[config.mk]
export PLATFORM = sky130hd
export DESIGN_NAME = uart_tx_arbiter
export DESIGN_NICKNAME = d
export VERILOG_FILES = /design/src/rtl/uart_pkg.sv /design/src/rtl/uart_tx_serializer.sv /design/src/rtl/uart_tx_arbiter.sv
export SDC_FILE = /design/constraint.sdc
export NUM_CORES = 1
export LEC_CHECK = 0
export ABC_AREA = 1
export CORE_MARGIN = 2
export CORE_UTILIZATION = 59
export DETAILED_ROUTE_END_ITERATION = 7
export PLACE_DENSITY = 0.83
export SLEW_MARGIN = 20
export SYNTH_ARGS = -nofsm -noshare
export SYNTH_HDL_FRONTEND = slang
export SYNTH_SLANG_ARGS = --single-unit
[constraint.sdc]
create_clock -name clk -period 2.94 [get_ports clk]
set_clock_uncertainty 0.05 [all_clocks]
set_input_delay 0.588 -clock clk [delete_from_list [all_inputs] [get_ports clk]]
set_output_delay 0.588 -clock clk [all_outputs]
set_load 0.01 [all_outputs]
[src/rtl/uart_pkg.sv]
// Shared types and constants for the UART transmit arbiter and its bit serializer.
package uart_pkg;

   localparam int   DEFAULT_DELAY_FRAMES = 234;
   localparam logic UART_IDLE_LVL        = 1'b1;

   typedef enum logic {
      ST_IDLE,
      ST_OWN
   } arb_state_e;

   typedef enum logic [1:0] {
      SER_IDLE,
      SER_START,
      SER_DATA,
      SER_STOP
   } ser_state_e;

endpackage

[src/rtl/uart_tx_serializer.sv]
// 8N1 LSB-first serializer; tx drops the cycle after start, each bit lasts DELAY_FRAMES cycles.
// idle returns the cycle after the stop bit; start is ignored while a byte is on the wire.
module uart_tx_serializer
   import uart_pkg::*;
#(
   parameter int DELAY_FRAMES = DEFAULT_DELAY_FRAMES
) (
   input  logic       clk,
   input  logic       rst_n,
   input  logic       start,
   input  logic [7:0] data,
   output logic       tx,
   output logic       idle
);

   localparam int             BW        = (DELAY_FRAMES > 1) ? $clog2(DELAY_FRAMES) : 1;
   localparam logic [BW-1:0]  BAUD_LAST = BW'(DELAY_FRAMES - 1);

   ser_state_e    state_q;
   logic [BW-1:0] baud_q;
   logic [2:0]    bit_q;
   logic [7:0]    shift_q;
   logic          tx_q;

   always_ff @(posedge clk or negedge rst_n) begin
      if (!rst_n) begin
         state_q <= SER_IDLE;
         baud_q  <= '0;
         bit_q   <= '0;
         shift_q <= '0;
         tx_q    <= UART_IDLE_LVL;
      end else begin
         case (state_q)
            SER_IDLE: begin
               if (start) begin
                  state_q <= SER_START;
                  baud_q  <= '0;
                  shift_q <= data;
                  tx_q    <= ~UART_IDLE_LVL;
               end
            end
            SER_START: begin
               if (baud_q == BAUD_LAST) begin
                  baud_q  <= '0;
                  bit_q   <= '0;
                  tx_q    <= shift_q[0];
                  state_q <= SER_DATA;
               end else begin
                  baud_q <= baud_q + 1'b1;
               end
            end
            SER_DATA: begin
               // shift_q[0] is on the wire, so shift_q[1] is the next bit out
               if (baud_q == BAUD_LAST) begin
                  baud_q <= '0;
                  if (bit_q == 3'd7) begin
                     tx_q    <= UART_IDLE_LVL;
                     state_q <= SER_STOP;
                  end else begin
                     bit_q   <= bit_q + 3'd1;
                     shift_q <= {1'b0, shift_q[7:1]};
                     tx_q    <= shift_q[1];
                  end
               end else begin
                  baud_q <= baud_q + 1'b1;
               end
            end
            SER_STOP: begin
               if (baud_q == BAUD_LAST) begin
                  baud_q  <= '0;
                  state_q <= SER_IDLE;
               end else begin
                  baud_q <= baud_q + 1'b1;
               end
            end
            default: state_q <= SER_IDLE;
         endcase
      end
   end

   assign tx   = tx_q;
   assign idle = (state_q == SER_IDLE);

endmodule

[src/rtl/uart_tx_arbiter.sv]
// Packet-granular round-robin share of one UART line; req_ready is a same-cycle accept pulse
// given only to the owner when the serializer is idle, and a stalled owner is aborted after GAP_TIMEOUT.
module uart_tx_arbiter
   import uart_pkg::*;
#(
   parameter int  DELAY_FRAMES = DEFAULT_DELAY_FRAMES,
   parameter int  NUM_REQ      = 3,
   parameter int  GAP_TIMEOUT  = 4096,
   localparam int IDW          = $clog2(NUM_REQ)
) (
   input  logic                 clk,
   input  logic                 rst_n,
   input  logic [NUM_REQ-1:0]   req_valid,
   input  logic [8*NUM_REQ-1:0] req_data,
   input  logic [NUM_REQ-1:0]   req_last,
   output logic [NUM_REQ-1:0]   req_ready,
   output logic                 uart_tx,
   output logic                 busy,
   output logic [IDW-1:0]       grant_id,
   output logic                 abort
);

   localparam int GW = $clog2(GAP_TIMEOUT + 1);

   arb_state_e     state_q;
   logic [IDW-1:0] rr_q, grant_q;
   logic           last_q, busy_q, abort_q;
   logic [GW-1:0]  gap_q;

   logic [IDW-1:0] pick_d, rr_next;
   logic [GW-1:0]  gap_d;
   logic [7:0]     req_byte [NUM_REQ];
   logic           ser_idle, own_valid, accept, gap_tick, gap_fire;
   logic [7:0]     ser_data;

   always_comb begin
      for (int k = 0; k < NUM_REQ; k++) begin
         req_byte[k] = req_data[k*8 +: 8];
      end
      ser_data  = req_byte[grant_q];
      own_valid = req_valid[grant_q];
      accept    = (state_q == ST_OWN) && ser_idle && !last_q && own_valid;
      gap_tick  = (state_q == ST_OWN) && ser_idle && !last_q && !own_valid;
      gap_d     = gap_q + 1'b1;
      gap_fire  = gap_tick && (gap_d == GW'(GAP_TIMEOUT));
      rr_next   = (grant_q == IDW'(NUM_REQ - 1)) ? '0 : grant_q + 1'b1;
      req_ready = '0;
      if (accept) begin
         req_ready[grant_q] = 1'b1;
      end
   end

   // Walk down from the farthest candidate so the nearest one to rr_q wins.
   always_comb begin
      int             sum;
      logic [IDW-1:0] cand;
      sum    = 0;
      cand   = '0;
      pick_d = rr_q;
      for (int k = NUM_REQ - 1; k >= 0; k--) begin
         sum = int'(rr_q) + k;
         if (sum >= NUM_REQ) begin
            sum = sum - NUM_REQ;
         end
         cand = IDW'(sum);
         if (req_valid[cand]) begin
            pick_d = cand;
         end
      end
   end

   always_ff @(posedge clk or negedge rst_n) begin
      if (!rst_n) begin
         state_q <= ST_IDLE;
         rr_q    <= '0;
         grant_q <= '0;
         last_q  <= 1'b0;
         busy_q  <= 1'b0;
         abort_q <= 1'b0;
         gap_q   <= '0;
      end else begin
         abort_q <= 1'b0;
         case (state_q)
            ST_IDLE: begin
               if (|req_valid) begin
                  grant_q <= pick_d;
                  state_q <= ST_OWN;
                  busy_q  <= 1'b1;
                  last_q  <= 1'b0;
                  gap_q   <= '0;
               end
            end
            ST_OWN: begin
               if (accept) begin
                  gap_q  <= '0;
                  last_q <= req_last[grant_q];
               end else if (last_q && ser_idle) begin
                  state_q <= ST_IDLE;
                  busy_q  <= 1'b0;
                  rr_q    <= rr_next;
               end else if (gap_fire) begin
                  abort_q <= 1'b1;
                  state_q <= ST_IDLE;
                  busy_q  <= 1'b0;
                  rr_q    <= rr_next;
                  gap_q   <= '0;
               end else if (gap_tick) begin
                  gap_q <= gap_d;
               end
            end
            default: state_q <= ST_IDLE;
         endcase
      end
   end

   uart_tx_serializer #(
      .DELAY_FRAMES(DELAY_FRAMES)
   ) u_ser (
      .clk  (clk),
      .rst_n(rst_n),
      .start(accept),
      .data (ser_data),
      .tx   (uart_tx),
      .idle (ser_idle)
   );

   assign busy     = busy_q;
   assign grant_id = grant_q;
   assign abort    = abort_q;

endmodule
Word level (Yosys, flattened, before mapping)
Index checks and enable logic that the tools add are counted.
{"block": "word_totals", "ff_bits": 43, "elab_cells": 147}
{"block": "classes", "n_lt_le_gt_ge": 9, "eq_ne": 19, "n_bitwise": 3, "mux": 70, "n_addsub": 9, "n_reduce_logical": 25}
{"operator": "13-bit 2-to-1 mux", "count": 5}
{"operator": "8-bit 2-to-1 mux", "count": 7}
{"operator": "8-bit case mux with 2 select lines", "count": 2}
{"operator": "2-bit 2-to-1 mux", "count": 14}
{"operator": "13-bit case mux with 2 select lines", "count": 1}
{"operator": "1-bit 2-to-1 mux", "count": 24}
{"operator": "8-bit binary-select mux with 2-bit select", "count": 1}
{"operator": "13-bit by 1-bit adder with 13-bit output (second input constant)", "count": 1}
{"operator": "13-bit == test (second input constant)", "count": 1}
{"operator": "2-bit by 3-bit less-than comparator with 1-bit output (second input constant)", "count": 4}
{"operator": "3-bit 2-to-1 mux", "count": 4}
{"operator": "2-bit by 1-bit != test with 1-bit output (second input constant)", "count": 6}
{"operator": "4-bit AND reduction", "count": 3}
{"operator": "1-bit binary-select mux with 2-bit select", "count": 5}
{"operator": "3-bit AND reduction", "count": 3}
{"operator": "8-bit by 1-bit adder with 8-bit output (second input constant)", "count": 1}
{"operator": "8-bit == test (second input constant)", "count": 1}
{"operator": "2-bit case mux with 4 select lines", "count": 1}
{"operator": "1-bit logical AND", "count": 7}
{"operator": "2-bit == test (second input constant)", "count": 3}
{"operator": "3-bit by 2-bit >= comparator with 1-bit output (second input constant)", "count": 2}
{"operator": "2-bit != test (second input constant)", "count": 3}
{"operator": "1-bit case mux with 2 select lines", "count": 3}
{"operator": "3-bit case mux with 2 select lines", "count": 1}
{"operator": "24 further kinds", "count": 32}

Depth between registers and ports, before layout
Gate-level depths: netlist of run 1.
{"block": "logic_depth", "depth_word": 9, "mapped_depth": 14, "depth_no_buf": 13}

Hierarchy
A second synthesis of run 1 with hierarchy kept.
{"block": "hier_totals", "cells_unflattened": 416, "area_unflattened_um2": 2947.8}
{"module": "uart_tx_arbiter", "area_each_um2": 1637.8, "n_inst": 1, "cells_each": 243}
{"module": "uart_tx_serializer", "area_each_um2": 1310.0, "n_inst": 1, "cells_each": 173}

Least setup slack after synthesis of run 1
Ideal clock, no wire load.
{"block": "synth_path", "path_type": "reg2out", "from": "register u_ser.state_q[0]", "to": "output port req_ready[1]", "slack_ns": 0.875, "path_buffers": 1, "t_arrival_ns": 1.427, "path_stages_with_launch": 10, "path_cell_list": "dfrtp_1 > inv_1 > ha_1 > nand2_1 > nor2_2 > nand3_2 > buf_4 > inv_2 > nand2_1 > inv_1"}
{"block": "synth_via", "elab_chain_len": 5}
{"item": "from (decl)", "line": "uart_tx_serializer.sv:19", "rtl": "ser_state_e state_q;"}
{"item": "from (signal assigned)", "line": "uart_tx_serializer.sv:27", "rtl": "state_q <= SER_IDLE;"}
{"item": "from (signal assigned)", "line": "uart_tx_serializer.sv:36", "rtl": "state_q <= SER_START;"}
{"item": "from (signal assigned)", "line": "uart_tx_serializer.sv:47", "rtl": "state_q <= SER_DATA;"}
{"item": "2-bit zero test", "line": "uart_tx_serializer.sv:82", "rtl": "assign idle = (state_q == SER_IDLE);"}
{"item": "1-bit logical AND (3 in a row)", "line": "uart_tx_arbiter.sv:42", "rtl": "accept = (state_q == ST_OWN) && ser_idle && !last_q && own_valid;"}
{"item": "3-bit 2-to-1 mux", "line": "uart_tx_arbiter.sv:48", "rtl": "if (accept) begin"}
{"item": "to (decl)", "line": "uart_tx_arbiter.sv:16", "rtl": "output logic [NUM_REQ-1:0] req_ready,"}
No other way between the ends.

Worst setup path in the final report of run 1
{"block": "layout_path", "from": "input port req_valid[1]", "to": "output port req_ready[0]"}
{"block": "layout_via", "elab_chain_len": 4}
{"item": "from (decl)", "line": "uart_tx_arbiter.sv:13", "rtl": "input logic [NUM_REQ-1:0] req_valid,"}
{"item": "1-bit binary-select mux with 2-bit select", "line": "uart_tx_arbiter.sv:41", "rtl": "own_valid = req_valid[grant_q];"}
{"item": "1-bit 2-to-1 mux (not written as such)", "line": "uart_tx_arbiter.sv:41"}
{"item": "1-bit logical AND", "line": "uart_tx_arbiter.sv:42"}
{"item": "3-bit 2-to-1 mux", "line": "uart_tx_arbiter.sv:48"}
No other way between the ends. The select of a mux whose other input is x is not followed.

==> results of run 1 <==
[cell usage after synthesis (all sizes together) (2+ instances only)]
cell and count:
o21bai 2, o41ai 5, buf 5, inv 44
o21ai 32, xor2 5, a211oi 2, o22ai 2
nor2 36, a21oi 8, ha 12, nand4 15
o31ai 4, clkbuf 4, nand3 20, nor3 5
nand2 129, a221oi 2, dfrtp 42
[worst max-delay path: stages]
cell             delay (ns)
clkdlybuf4s50_1        0.47
inv_1                  0.08
nand2_1                0.11
nand3_2                0.10
inv_2                  0.15
nand2_1                0.08
inv_1                  0.05
clkdlybuf4s50_1        0.52
[cell families (layout without fill, tap and decap cells)]
| family | after synthesis | count (layout) |
|---|---|---|
| simple gates | 206 | 206 |
| compound gates | 61 | 61 |
| buf+inv | 53 | 98 |
| flops | 43 | 43 |
| fa+ha+maj | 12 | 12 |
| xor+xnor | 6 | 6 |
[flip-flops by register name, summed over array words and instances, names as in the netlist]
| name | flops |
|---|---|
| busy | 1 |
| abort | 1 |
| u_ser.baud_q | 8 |
| u_ser.tx | 1 |
| u_ser.shift_q | 8 |
| u_ser.state_q | 2 |
| grant_id | 2 |
| last_q | 1 |
| rr_q | 2 |
| u_ser.bit_q | 3 |
| gap_q | 13 |
| state_q | 1 |
[per-stage QoR]
stage	area, um2	cells
2_1_floorplan	2800	381
3_3_place_gp	3240	472
3_5_place_dp	3240	472
4_1_cts	3360	480
5_1_grt	3360	480
6_report	3360	480
[power by group]
group / internal, W / switching (W) / total, W / leakage (nW)
sequential: 0.000762 / 0.000160 / 0.000922 / 0.562
clock: 0.000275 / 0.000207 / 0.000482 / 0.0612
combinational: 0.000579 / 0.000952 / 0.00153 / 0.981
[worst paths after layout]
path                                        from               end  cells after the start
worst max-delay path                req_valid[1]      req_ready[0]                      8
worst min-delay path                       rst_n         gap_q[10]                      1
worst max register to register  u_ser.state_q[0]           rr_q[1]                     14
worst min register to register  u_ser.shift_q[1]  u_ser.shift_q[1]                      2
max in group asynchronous                  rst_n          gap_q[0]                      1
min in group clk                u_ser.shift_q[1]  u_ser.shift_q[1]                      2
[layer usage]
metal,part of all wire,vias to the layer above,GRT usage
met4,0.016,0,0.0802
met2,0.46,95,0.429
met3,0.065,15,0.0649
met1,0.46,1198,0.358
li1,-,1332,-
met5,0,-,0
[final cells by class]
class,instances,area share
Tap cell,54,0.0201
Sequential cell,43,0.321
Timing Repair Buffer,46,0.130
Clock buffer,6,0.0246
Inverter,44,0.0492
Clock inverter,2,0.0104
Multi-Input combinational cell,285,0.445
==> metrics.md, run 1 <==
| Metric | Value |
|---|---|
| Num Clock Sinks | 43 |
| Async set-reset flop share out of synthesis | 1.00 |
| Worst rel slew slack | 0.358 |
| Cell taking the most area after synthesis | dfrtp_1 |
| Chip Width | 72.9 um |
| Post-route setup slack | about 0.15 ns |
| Largest net degree at the start of global routing | between 40 and 50 |
| Synthesized cell area | 2800 um2 |
| Min cycle time layout | roughly 2.8 ns |
| Routability cong. | 0.900 |
| Share of layout cells above drive strength 1 | 0.0869 |
| Leak Pwr | 1.60 nW |
| H-tree Lvls | 2 |
| Worst slack at placement | 0.150 ns |
| Slew Viols, Final | 0 |
| Syn Area/Cell | approximately 7.3 um2 |
| Post-synth top area share | 0.376 |
| CP Capture Type | output pin |
| Min Hold Slack | around 0.39 ns |
| Synth Area in XOR/XNOR | 0.0188 |
| Drt first-iter violations | ~240 |
| Worst-Skew Late Latency | 0.30 ns |
| Worst path arrival time | approximately 2.2 ns |
| Die area | 5310 um2 |
| Sequential share of the synthesized area | 0.385 |
| Initial antenna violation count | 0 |
| I/O Buffers | 39 |
| CTS Buffer Depth | 2 |
| Syn Inst Count | 381 |
| Antenna diodes | 0 |
| Row count | 25 |
| Hold_buf cts | 0 |
| Mux cell area share after synthesis | 0 |
| CP max FO | 8 |
| Period utilization | 0.950 |
| Syn_nets | between 400 and 500 |
| Post-synth EDFFs | 0 |
| Starting Density | 0.600 |
| Least-Margin Pin Slew | 0.963 ns |
| CTS tree | built |
| Via Count | about 2600 |
| Drt wl/cell | ~13 um |
| Commonest cells after routing, fill and taps aside | 125 x nand2_1, 42 x dfrtp_1, 41 x inv_1 |
| Status | finished, final reports clean |
| CP required | approximately 2.3 ns |
| Top_reg_cell synth | dfrtp_1 |
| Final Total Pwr | 0.00294 W |
| Die height | around 73 um |
| Commonest non-fill, non-tap cell in the layout | nand2_1 |
| Maxcap violations | 0 |
| # resized after CTS | 0 |
| Syn-to-layout area delta | 20.1% |
| Synth warn | 0 |
| I/O Pins | 40 |
| WS Path Type | input pin to output pin |
| Synth Register Bits | 43 |
| RSZ-0062 raised after global routing | no |
| Post-synthesis adder-cell area fraction | 0.0537 |
| Worst-path clk slew | 0.08 ns |
| Critical Path Source Type | input pin |
| Antenna-violating nets left | 0 |
| First-pass GRT wire length | between 10000 and 15000 um |
| Via density | ~5.5 |
| Clock root cell | clkbuf_8 |
| Main combinational cell family by area after synthesis | simple AND/OR/NAND/NOR gates |
| Filler Cell Count | between 300 and 400 |
| Total congestion overflow | 0 |
| Hold Crit Class | input pin to async pin |
| Synth top area cells | dfrtp_1 38%, nand2_1 17%, inv_1 5.5% |
| Num CTS Buffers | 5 |
| Tot GR Track Use | 0.267 |
| Final Hold Vio Count | 0 |
| Post-layout util | 0.721 |
| Pwr/cell area | between 800 and 900 nW/um2 |
| Netlist cell types | 37 |
| Nets | between 400 and 500 |
| Number of global-route vias before repair | 2577 |
| DRC viols | 0 |
| Drt first pass iters | 5 |
| Core ar. | 4660 um2 |
| Post-CTS setup buffers | 0 |
| Fmax | about 360 MHz |
| Worst R2R Setup Slack | 0.85 ns |
| DP HPWL | ~4600 um |
| Total area of sequential cells | between 1000 and 1500 um2 |
| Compound-Gate Fraction of Synth Area | 0.143 |
| Post-synthesis simple-gate area fraction | 0.318 |
| Final setup vio count | 0 |
| Setup TNS | 0 ns |
| WL final | roughly 6300 um |
| Max IR drop VDD | around 0.00060 V |
| Multi-input gate area | between 1000 and 1500 um2 |
No activity file was read; power rests on OpenSTA's default activity.
==> run 2: changes to the inputs <==
--- a/config.mk
+++ b/config.mk
@@ -6,10 +6,12 @@
 export NUM_CORES = 1
 export LEC_CHECK = 0
 export ABC_AREA = 1
+export CELL_PAD_IN_SITES_DETAIL_PLACEMENT = 0
+export CELL_PAD_IN_SITES_GLOBAL_PLACEMENT = 1
 export CORE_MARGIN = 2
-export CORE_UTILIZATION = 59
+export CORE_UTILIZATION = 43
 export DETAILED_ROUTE_END_ITERATION = 7
-export PLACE_DENSITY = 0.83
+export PLACE_DENSITY = 0.84
 export SLEW_MARGIN = 20
 export SYNTH_ARGS = -nofsm -noshare
 export SYNTH_HDL_FRONTEND = slang
==> run 2 against run 1 <==
Core utilization is 18 points lower. Fmax hardly changed. Count of clock-buffer cells in the layout is 1 lower. Critical endpoint is now req_ready[2].
==> metrics.md, run 2 (synthesized netlist as in run 1, its figures left out) <==
| Metric | Value |
|---|---|
| Status | finished, final reports clean |
| Via Count | 2588 (-2.0%) |
| Commonest cells after routing, fill and taps aside | 125 x nand2_1, 42 x dfrtp_1, 41 x inv_1 |
| Met1 demand-to-capacity share in global routing | 0.250 (-0.107) |
| Commonest non-fill, non-tap cell in the layout | nand2_1 |
| Fmax | 358 MHz (about the same) |
| Starting Density | 0.443 (-0.157) |
| RR Startpoint | gap_q[0] |
| Worst slack at placement | 0.148 ns (-0.00225 ns) |
| Antenna-violating nets left | 0 (unchanged) |
| CP required | 2.30 ns (about the same) |
| Met3 Usage GRT | 0.0452 (-0.0197) |
| Worst-Skew Late Latency | 0.30 ns (about the same) |
| CP max FO | 8 (unchanged) |
| First-pass GRT wire length | 11300 um (unchanged) |
| Number of global-route vias before repair | 2491 (-3.3%) |
| Period utilization | 0.949 (about the same) |
| Worst rel slew slack | 0.353 (-0.00456) |
| Die height | 84.7 um (+16%) |
| Num Clock Sinks | 43 (unchanged) |
| Post-route cell area | 3380 um2 (+0.71%) |
| Worst R2R Setup Slack | 0.83 ns (-0.02 ns) |
| Max IR drop VDD | 0.000464 V (-23%) |
| Die area | 7170 um2 (+35%) |
| I/O Buffers | 39 (unchanged) |
| Min cycle time layout | 2.79 ns (-0.00188 ns) |
| # resized after CTS | 0 (unchanged) |
| Slew Viols, Final | 0 (unchanged) |
| Leak Pwr | 1.60 nW (-0.19%) |
| Tot GR Track Use | 0.192 (-0.0749) |
| CTS tree | built |
| Worst-path clk slew | 0.08 ns (about the same) |
| H-tree Lvls | 2 (unchanged) |
| Drt first-iter violations | 146 (-39%) |
| Syn-to-layout area delta | 20.9% |
| Pwr/cell area | 866 nW/um2 (-0.92%) |
| Drt first pass iters | 5 (unchanged) |
| Antenna diodes | 0 (unchanged) |
| Placement Cell Area | 3270 um2 (+0.89%) |
| DP HPWL | 4910 um (+7.2%) |
| GR Util met2 | 0.322 (-0.107) |
| CTS Buffer Depth | 2 (unchanged) |
| Final Hold Vio Count | 0 (unchanged) |
| Largest net degree at the start of global routing | 44 (unchanged) |
| Critical Path Source | req_valid[1] |
| Num CTS Buffers | 5 (unchanged) |
| Nets | 469 (unchanged) |
| Least-Margin Pin Slew | 0.970 ns (+0.00684 ns) |
| DRC viols | 0 (unchanged) |
| Setup TNS | 0 ns (unchanged) |
| Largest register by flop count | gap_q |
| Most used routing layer | met2 |
| Via density | 5.15 (-6.5%) |
| Final setup vio count | 0 (unchanged) |
| Chip Width | 84.7 um (+16%) |
| Critical Path Source Type | input pin |
| Initial antenna violation count | 0 (unchanged) |
| Post-route setup slack | 0.149 ns (+0.00188 ns) |
| Post-CTS setup buffers | 0 (unchanged) |
| RSZ-0062 raised after global routing | no |
| Clock root cell | clkbuf_8 |
| Largest register FFs | 13 (unchanged) |
| Maxcap violations | 0 (unchanged) |
| Core ar. | 6310 um2 (+35%) |
| Hold_buf cts | 0 (unchanged) |
| Hold Crit Class | input pin to async pin |
| WL final | 6400 um (+1.0%) |
| Worst path arrival time | 2.15 ns (about the same) |
| Share of layout cells above drive strength 1 | 0.0869 (unchanged) |
| I/O Pins | 40 (unchanged) |
| Total congestion overflow | 0 (unchanged) |
| CP Capture Type | output pin |
| Routability cong. | 0.819 (-9.0%) |
| Top flop regs | gap_q x13, u_ser.baud_q x8, u_ser.shift_q x8 |
| Drt wl/cell | 12.7 um (-3.6%) |
| WS Path Type | input pin to output pin |
| Row count | 29 (+16%) |
==> run 2: cell types whose count changed in the layout (fill, tap and decap cells not counted), sizes merged <==
cell / change
clkbuf: -1
clkinv: +1
==> run 2: critical path, cell delays in order <==
cell             delay, ns
clkdlybuf4s50_1       0.48
inv_1                 0.08
nand2_1               0.11
nand3_2               0.09
inv_2                 0.15
nand2_1               0.07
inv_1                 0.05
clkdlybuf4s50_1       0.52
==> run 2: final timing paths <==
path | cells past startpoint | endpoint
max | 8 | req_ready[2]
min | 1 | gap_q[12]
max reg2reg | 12 | rr_q[0]
min reg2reg | 2 | u_ser.shift_q[6]
max in group asynchronous | 1 | u_ser.shift_q[0]
min in group clk | 2 | u_ser.shift_q[6]
==> run 2: area by class of cell <==
class	count	area, um2
Timing Repair Buffer	46	438
Tap cell	77	96.3
Multi-Input combinational cell	285	1490
Fill cell	642	2930
Clock inverter	3	43.8
Inverter	44	165
Clock buffer	5	68.8
Sequential cell	43	1080
==> run 2: power by group <==
group	leakage (nW)	internal (W)	switching (W)
Clock	0.0581	0.000253	0.000218
Sequential	0.562	0.000762	0.000159
Combinational	0.981	0.000581	0.000956
==> run 2: layer usage <==
metal / vias to the layer above / routed length, um
li1: 1331 / -
met1: 1187 / 2980
met2: 64 / 3020
met3: 6 / 331
met4: 0 / 70
met5: - / 0
==> run 2: through the flow <==
stage                     std cells  utilization  power, W  hold WS, ns
after floorplan                 381            -   0.00207        0.242
after global placement          495        0.518   0.00245        0.412
after detailed placement        495        0.518   0.00248        0.419
after CTS                       503        0.536   0.00296        0.424
after global routing            503        0.536   0.00321        0.457
final                           503        0.536   0.00293        0.390
==> run 3: changes to the inputs <==
==> constraint.sdc (replaced) <==
create_clock -name clk -period 3.27 [get_ports clk]
set_clock_uncertainty 0.05 [all_clocks]
set_input_delay 0.4905 -clock clk [delete_from_list [all_inputs] [get_ports clk]]
set_output_delay 0.4905 -clock clk [all_outputs]
set_load 0.01 [all_outputs]
==> run 3 against run 2 <==
Worst hold slack worse by 0.10 ns. Final cell count fell by 0.40%. First-iteration DRC count fell by 23%. Sequential power fell by 10%. Worst setup slack gained 0.32 ns. Global-route usage rose by 0.090 points. Die area did not move. Clock power fell by 29%. Count of clock-buffer cells in the layout up 1. Register-to-register slack improved by 0.20 ns.
==> metrics.md, run 3 (synthesized netlist as in run 1, its figures left out) <==
| Metric | Value |
|---|---|
| Final Total Pwr | 0.00252 W (-14%) |
| I/O Pins | 40 (unchanged) |
| Met1 demand-to-capacity share in global routing | 0.258 (+0.00776) |
| Die height | 84.7 um (unchanged) |
| Leak Pwr | 1.57 nW (-1.7%) |
| DP HPWL | 4870 um (-0.75%) |
| Fmax | between 300 and 400 MHz |
| Met3 Usage GRT | 0.0413 (-0.00393) |
| Status | finished, final reports clean |
| Clock root cell | clkbuf_8 |
| H-tree Lvls | 2 (unchanged) |
| Number of global-route vias before repair | 2517 (+1.0%) |
| Max IR drop VDD | 0.000379 V (-18%) |
| Hold Crit Class | input pin to async pin |
| Row count | 29 (unchanged) |
| Min cycle time layout | 2.80 ns |
| Drt wl/cell | 12.6 um (-1.0%) |
| Commonest non-fill, non-tap cell in the layout | nand2_1 |
| Critical Path Source Type | register |
| Total area of sequential cells | 1080 um2 (unchanged) |
| GR Util met2 | 0.317 (-0.00501) |
| Via density | 5.03 (-2.3%) |
| Hold_buf cts | 0 (unchanged) |
| Commonest cells after routing, fill and taps aside | 125 x nand2_1, 42 x dfrtp_1, 41 x inv_1 |
| Chip Width | 84.7 um (unchanged) |
| Drt first-iter violations | 112 (-23%) |
| Clock Power Share | 0.132 (-0.029) |
| Initial antenna violation count | 0 (unchanged) |
| Largest register FFs | 13 (unchanged) |
| Tot GR Track Use | 0.193 (+0.000902) |
| Starting Density | 0.443 (unchanged) |
| Largest net degree at the start of global routing | 44 (unchanged) |
| Filler Cell Count | 653 (+1.7%) |
| RSZ-0062 raised after global routing | no |
| I/O Buffers | 39 (unchanged) |
| WL final | 6310 um (-1.4%) |
| Antenna diodes | 0 (unchanged) |
| DRC viols | 0 (unchanged) |
| First-pass GRT wire length | 11300 um (+0.31%) |
| Routability cong. | 0.807 (-1.6%) |
| Most used routing layer | met2 |
| Nets | 467 (-0.43%) |
| Post-CTS setup buffers | 0 (unchanged) |
| Pwr/cell area | 754 nW/um2 (-13%) |
| Pint | 0.00135 W (-16%) |
| CTS Buffer Depth | 2 (unchanged) |
| CP required | 2.73 ns (+0.43 ns) |
| Largest register by flop count | gap_q |
| Seq pwr share | 0.329 (+0.015) |
| Comb power frac | 0.539 (+0.014) |
| WS Path Type | register to output pin |
| Num Clock Sinks | 43 (unchanged) |
| Final setup vio count | 0 (unchanged) |
| CTS tree | built |
| Final Hold Vio Count | 0 (unchanged) |
| # resized after CTS | 0 (unchanged) |
| Setup TNS | 0 ns (unchanged) |
| Share of layout cells above drive strength 1 | 0.0802 (-0.00667) |
| Syn-to-layout area delta | 19.4% |
| Net switching fraction of the power | 0.465 (+0.0100) |
| Worst-Skew Late Latency | 0.30 ns (about the same) |
| Sw Pwr | 0.00117 W (-12%) |
| Least-Margin Pin Slew | 0.970 ns (-0.000386 ns) |
| Slew Viols, Final | 0 (unchanged) |
| CP max FO | 8 (unchanged) |
| Num CTS Buffers | 5 (unchanged) |
| Via Count | 2518 (-2.7%) |
| Top flop regs | gap_q x13, u_ser.baud_q x8, u_ser.shift_q x8 |
| Core ar. | 6310 um2 (unchanged) |
| Multi-input gate area | 1490 um2 (unchanged) |
| Worst rel slew slack | 0.354 (about the same) |
| CP Capture Type | output pin |
| Maxcap violations | 0 (unchanged) |
| Worst path arrival time | 2.26 ns (+0.11 ns) |
| Total congestion overflow | 0 (unchanged) |
| Die area | 7170 um2 (unchanged) |
| Period utilization | 0.856 |
| Worst-path clk slew | 0.08 ns (about the same) |
| Drt first pass iters | 4 (-1) |
| Antenna-violating nets left | 0 (unchanged) |
[run 3: cell types whose count changed in the layout (fill, tap and decap cells not counted), sizes merged]
cell	previous run	this run
buf	8	6
bufinv	1	0
clkbuf	5	6
clkinv	2	1
clkinvlp	0	1
[run 3: final timing paths]
check | slack, ns | cells past startpoint | from | endpoint
min in group clk | 0.43 | 2 | busy | busy
hold reg to reg | 0.43 | 2 | busy | busy
setup / recovery | 0.47 | 9 | u_ser.state_q[0] | req_ready[2]
hold / removal | 0.29 | 1 | rst_n | gap_q[7]
setup reg to reg | 1.03 | 14 | u_ser.state_q[0] | rr_q[1]
max in group asynchronous | 2.28 | 1 | rst_n | u_ser.baud_q[0]
[run 3: area by class of cell]
class,instances,share of cell area
multi-input combinational,285,0.447
sequential,43,0.322
clock buffer,6,0.0217
clock inverter,2,0.00375
timing repair buffer,44,0.127
inverter,44,0.0494
tap,77,0.0288
[run 3: routing by layer]
| layer | part of all wire | up-vias |
|---|---|---|
| met3 | 0.049 | 8 |
| met5 | 0 | - |
| met1 | 0.48 | 1118 |
| met4 | 0.013 | 0 |
| li1 | - | 1332 |
| met2 | 0.46 | 60 |
[run 3: per-stage QoR]
| step | area (um2) | hold WS, ns | std cells | util | worst slack [ns] |
|---|---|---|---|---|---|
| finish | 3340 | 0.287 | 501 | 0.529 | 0.470 |
| CTS | 3340 | 0.326 | 501 | 0.529 | 0.446 |
| global placement | 3260 | 0.410 | 493 | 0.516 | 0.643 |
| global route | 3340 | 0.370 | 501 | 0.529 | 0.297 |
| detailed placement | 3260 | 0.413 | 493 | 0.516 | 0.613 |
| floorplan | 2800 | 0.145 | 381 | - | 1.30 |
[run 3: power groups by stage]
stage	Combinational, W	Clock [W]	Sequential (W)
after floorplan	0.00106	0	0.000804
after global placement	0.00135	0	0.000832
after detailed placement	0.00137	0	0.000837
after CTS	0.00138	0.000348	0.000829
after global routing	0.00157	0.000366	0.000853
final	0.00136	0.000334	0.000828
[run 3: worst max-delay path, stage by stage (launching register included)]
cell and delay (ns):
dfrtp_1 0.42, inv_1 0.10, ha_1 0.31, nand2_1 0.11, nor2_2 0.14, nand3_2 0.10
inv_2 0.14, nand2_1 0.06, inv_1 0.05, clkdlybuf4s50_1 0.52
==> RTL edit, RTL diff (config.mk and constraints of run 1) <==
Change the package constant `DEFAULT_DELAY_FRAMES` from 234 to 468.
--- a/src/rtl/uart_pkg.sv
+++ b/src/rtl/uart_pkg.sv
@@ -3,3 +3,3 @@
 
-   localparam int   DEFAULT_DELAY_FRAMES = 234;
+   localparam int   DEFAULT_DELAY_FRAMES = 468;
    localparam logic UART_IDLE_LVL        = 1'b1;
Behaviour: no difference found for any inputs over 10 cycles, from zero or initial values and one cycle with rst_n low; that may be too few to reach the edited logic, so the function may still have changed.
==> RTL edit against run 1 <==
Sequential cell count is 1 higher; design area is 0.37% lower; maximum frequency is 0.17% lower; highest routed layer unchanged; setup slack worse by 4.8 ps; synthesized cell count is 3.7% lower; area after synthesis hardly changed; largest power group unchanged; total power is 4.5% lower; via count is 1.3% lower; routed wire length is 3.4% lower.
==> RTL edit: results (changes against run 1) <==
fillcell total=366 (-6.4%); area fraction in compound gates after synthesis=0.1600 (+0.01692); global-route wire length before repair=10980 um (-2.5%); Cell variety after synth=40 (+8.1%); first-pass iteration count of the detailed router=4 (-1); registers with the most flip-flops=gap_q x13, u_ser.baud_q x9, u_ser.shift_q x8; sequential share of the synthesized area=0.3938 (+0.008768); total routed wirelength=6118 um (-3.4%); static power due to leakage=1.571 nW (-2.1%); placed instance area=3247 um^2 (+0.15%); number of nets at the end of the flow=453 (-3.4%); outcome=finished clean; mean number of vias per cell=5.590 (+1.6%); layout cell share with drive strength beyond 1=0.1092 (+0.02237); routability congestion estimate from global placement=0.8531 (-5.2%); GRT Resource Usage Total=0.2630 (-0.003751); worst relative slew slack=0.3729 (+0.01492); post-DP HPWL=4693 um (+2.4%); worst vdd rail ir drop=0.0004832 V (-20%); top cells by area, synth=dfrtp_1, nand2_1, inv_1, nand3_1, ha_1; via count of the first global-routing pass=2514 (-2.4%); post-synthesis net count=409 (-3.8%); worst slack, placed=82.89 ps (-67.22 ps); average cell area after synthesis=7.627 um^2 (+3.9%); fraction of synthesized cell area in xor and xnor cells=0.01565 (-0.003138)
## RTL edit: changes by cell type after synthesis, sizes merged, moves of 3 or more
cell    delta
buf        -3
clkinv     +3
o31ai      -4
o22ai     +14
o41ai      -5
nand2     -18
nor2       -7
nand4     -11
nand3     +10
a21oi      -3
a22o       +5
## RTL edit: final cells by class
class                   instances  area share
clock inverters                 2    0.004486
repair buffers                 42      0.1226
multi-input cells             269      0.4437
inverters                      49     0.05495
clock buffers                   6     0.02467
well taps                      54     0.02019
flip-flops and latches         44      0.3293
## RTL edit: final timing paths
| path | to | slack [ps] | cells past startpoint |
|---|---|---|---|
| worst max-delay path | req_ready[1] | 140 | 8 |
| worst min-delay path | gap_q[9]$_DFFE_PN0P_ | 370 | 1 |
| worst max register to register | u_ser.shift_q[5]$_DFFE_PN0P_ | 900 | 11 |
| worst min register to register | u_ser.tx$_DFFE_PN1P_ | 420 | 2 |
| max in group asynchronous | u_ser.bit_q[0]$_DFFE_PN0P_ | 1890 | 1 |
| min in group clk | u_ser.tx$_DFFE_PN1P_ | 420 | 2 |
## RTL edit: routing by layer
| layer | global-route usage | wire (um) | vias up |
|---|---|---|---|
| met5 | 0 | 0 | - |
| met4 | 0.07613 | 69 | 0 |
| met3 | 0.06492 | 336 | 6 |
| li1 | - | - | 1302 |
| met1 | 0.3271 | 2677 | 1225 |
| met2 | 0.4525 | 3034 | 72 |
## RTL edit: metrics by stage
stage               utilization  total power [W]  hold WS [ps]
floorplan                     -         0.002012         242.4
global placement         0.6966         0.002361         412.2
detailed placement       0.6966         0.002404         415.2
CTS                      0.7176         0.002815         408.7
global route             0.7181         0.003082         450.0
finish                   0.7181         0.002804         371.6
## RTL edit: cell families after synthesis
kind of cell | Yosys count
AND/OR/NAND/NOR | 185
AO/OA/AOI/OAI | 69
buffers and inverters | 54
flip-flops | 44
adder cells (fa/ha/maj) | 10
XOR/XNOR | 5
## RTL edit: power by group
part / internal [W] / total [W] / switching [W]
sequential: 0.000786 / 0.000949 / 0.000163
combinational: 0.000546 / 0.00144 / 0.000896
clock: 0.000190 / 0.000413 / 0.000222
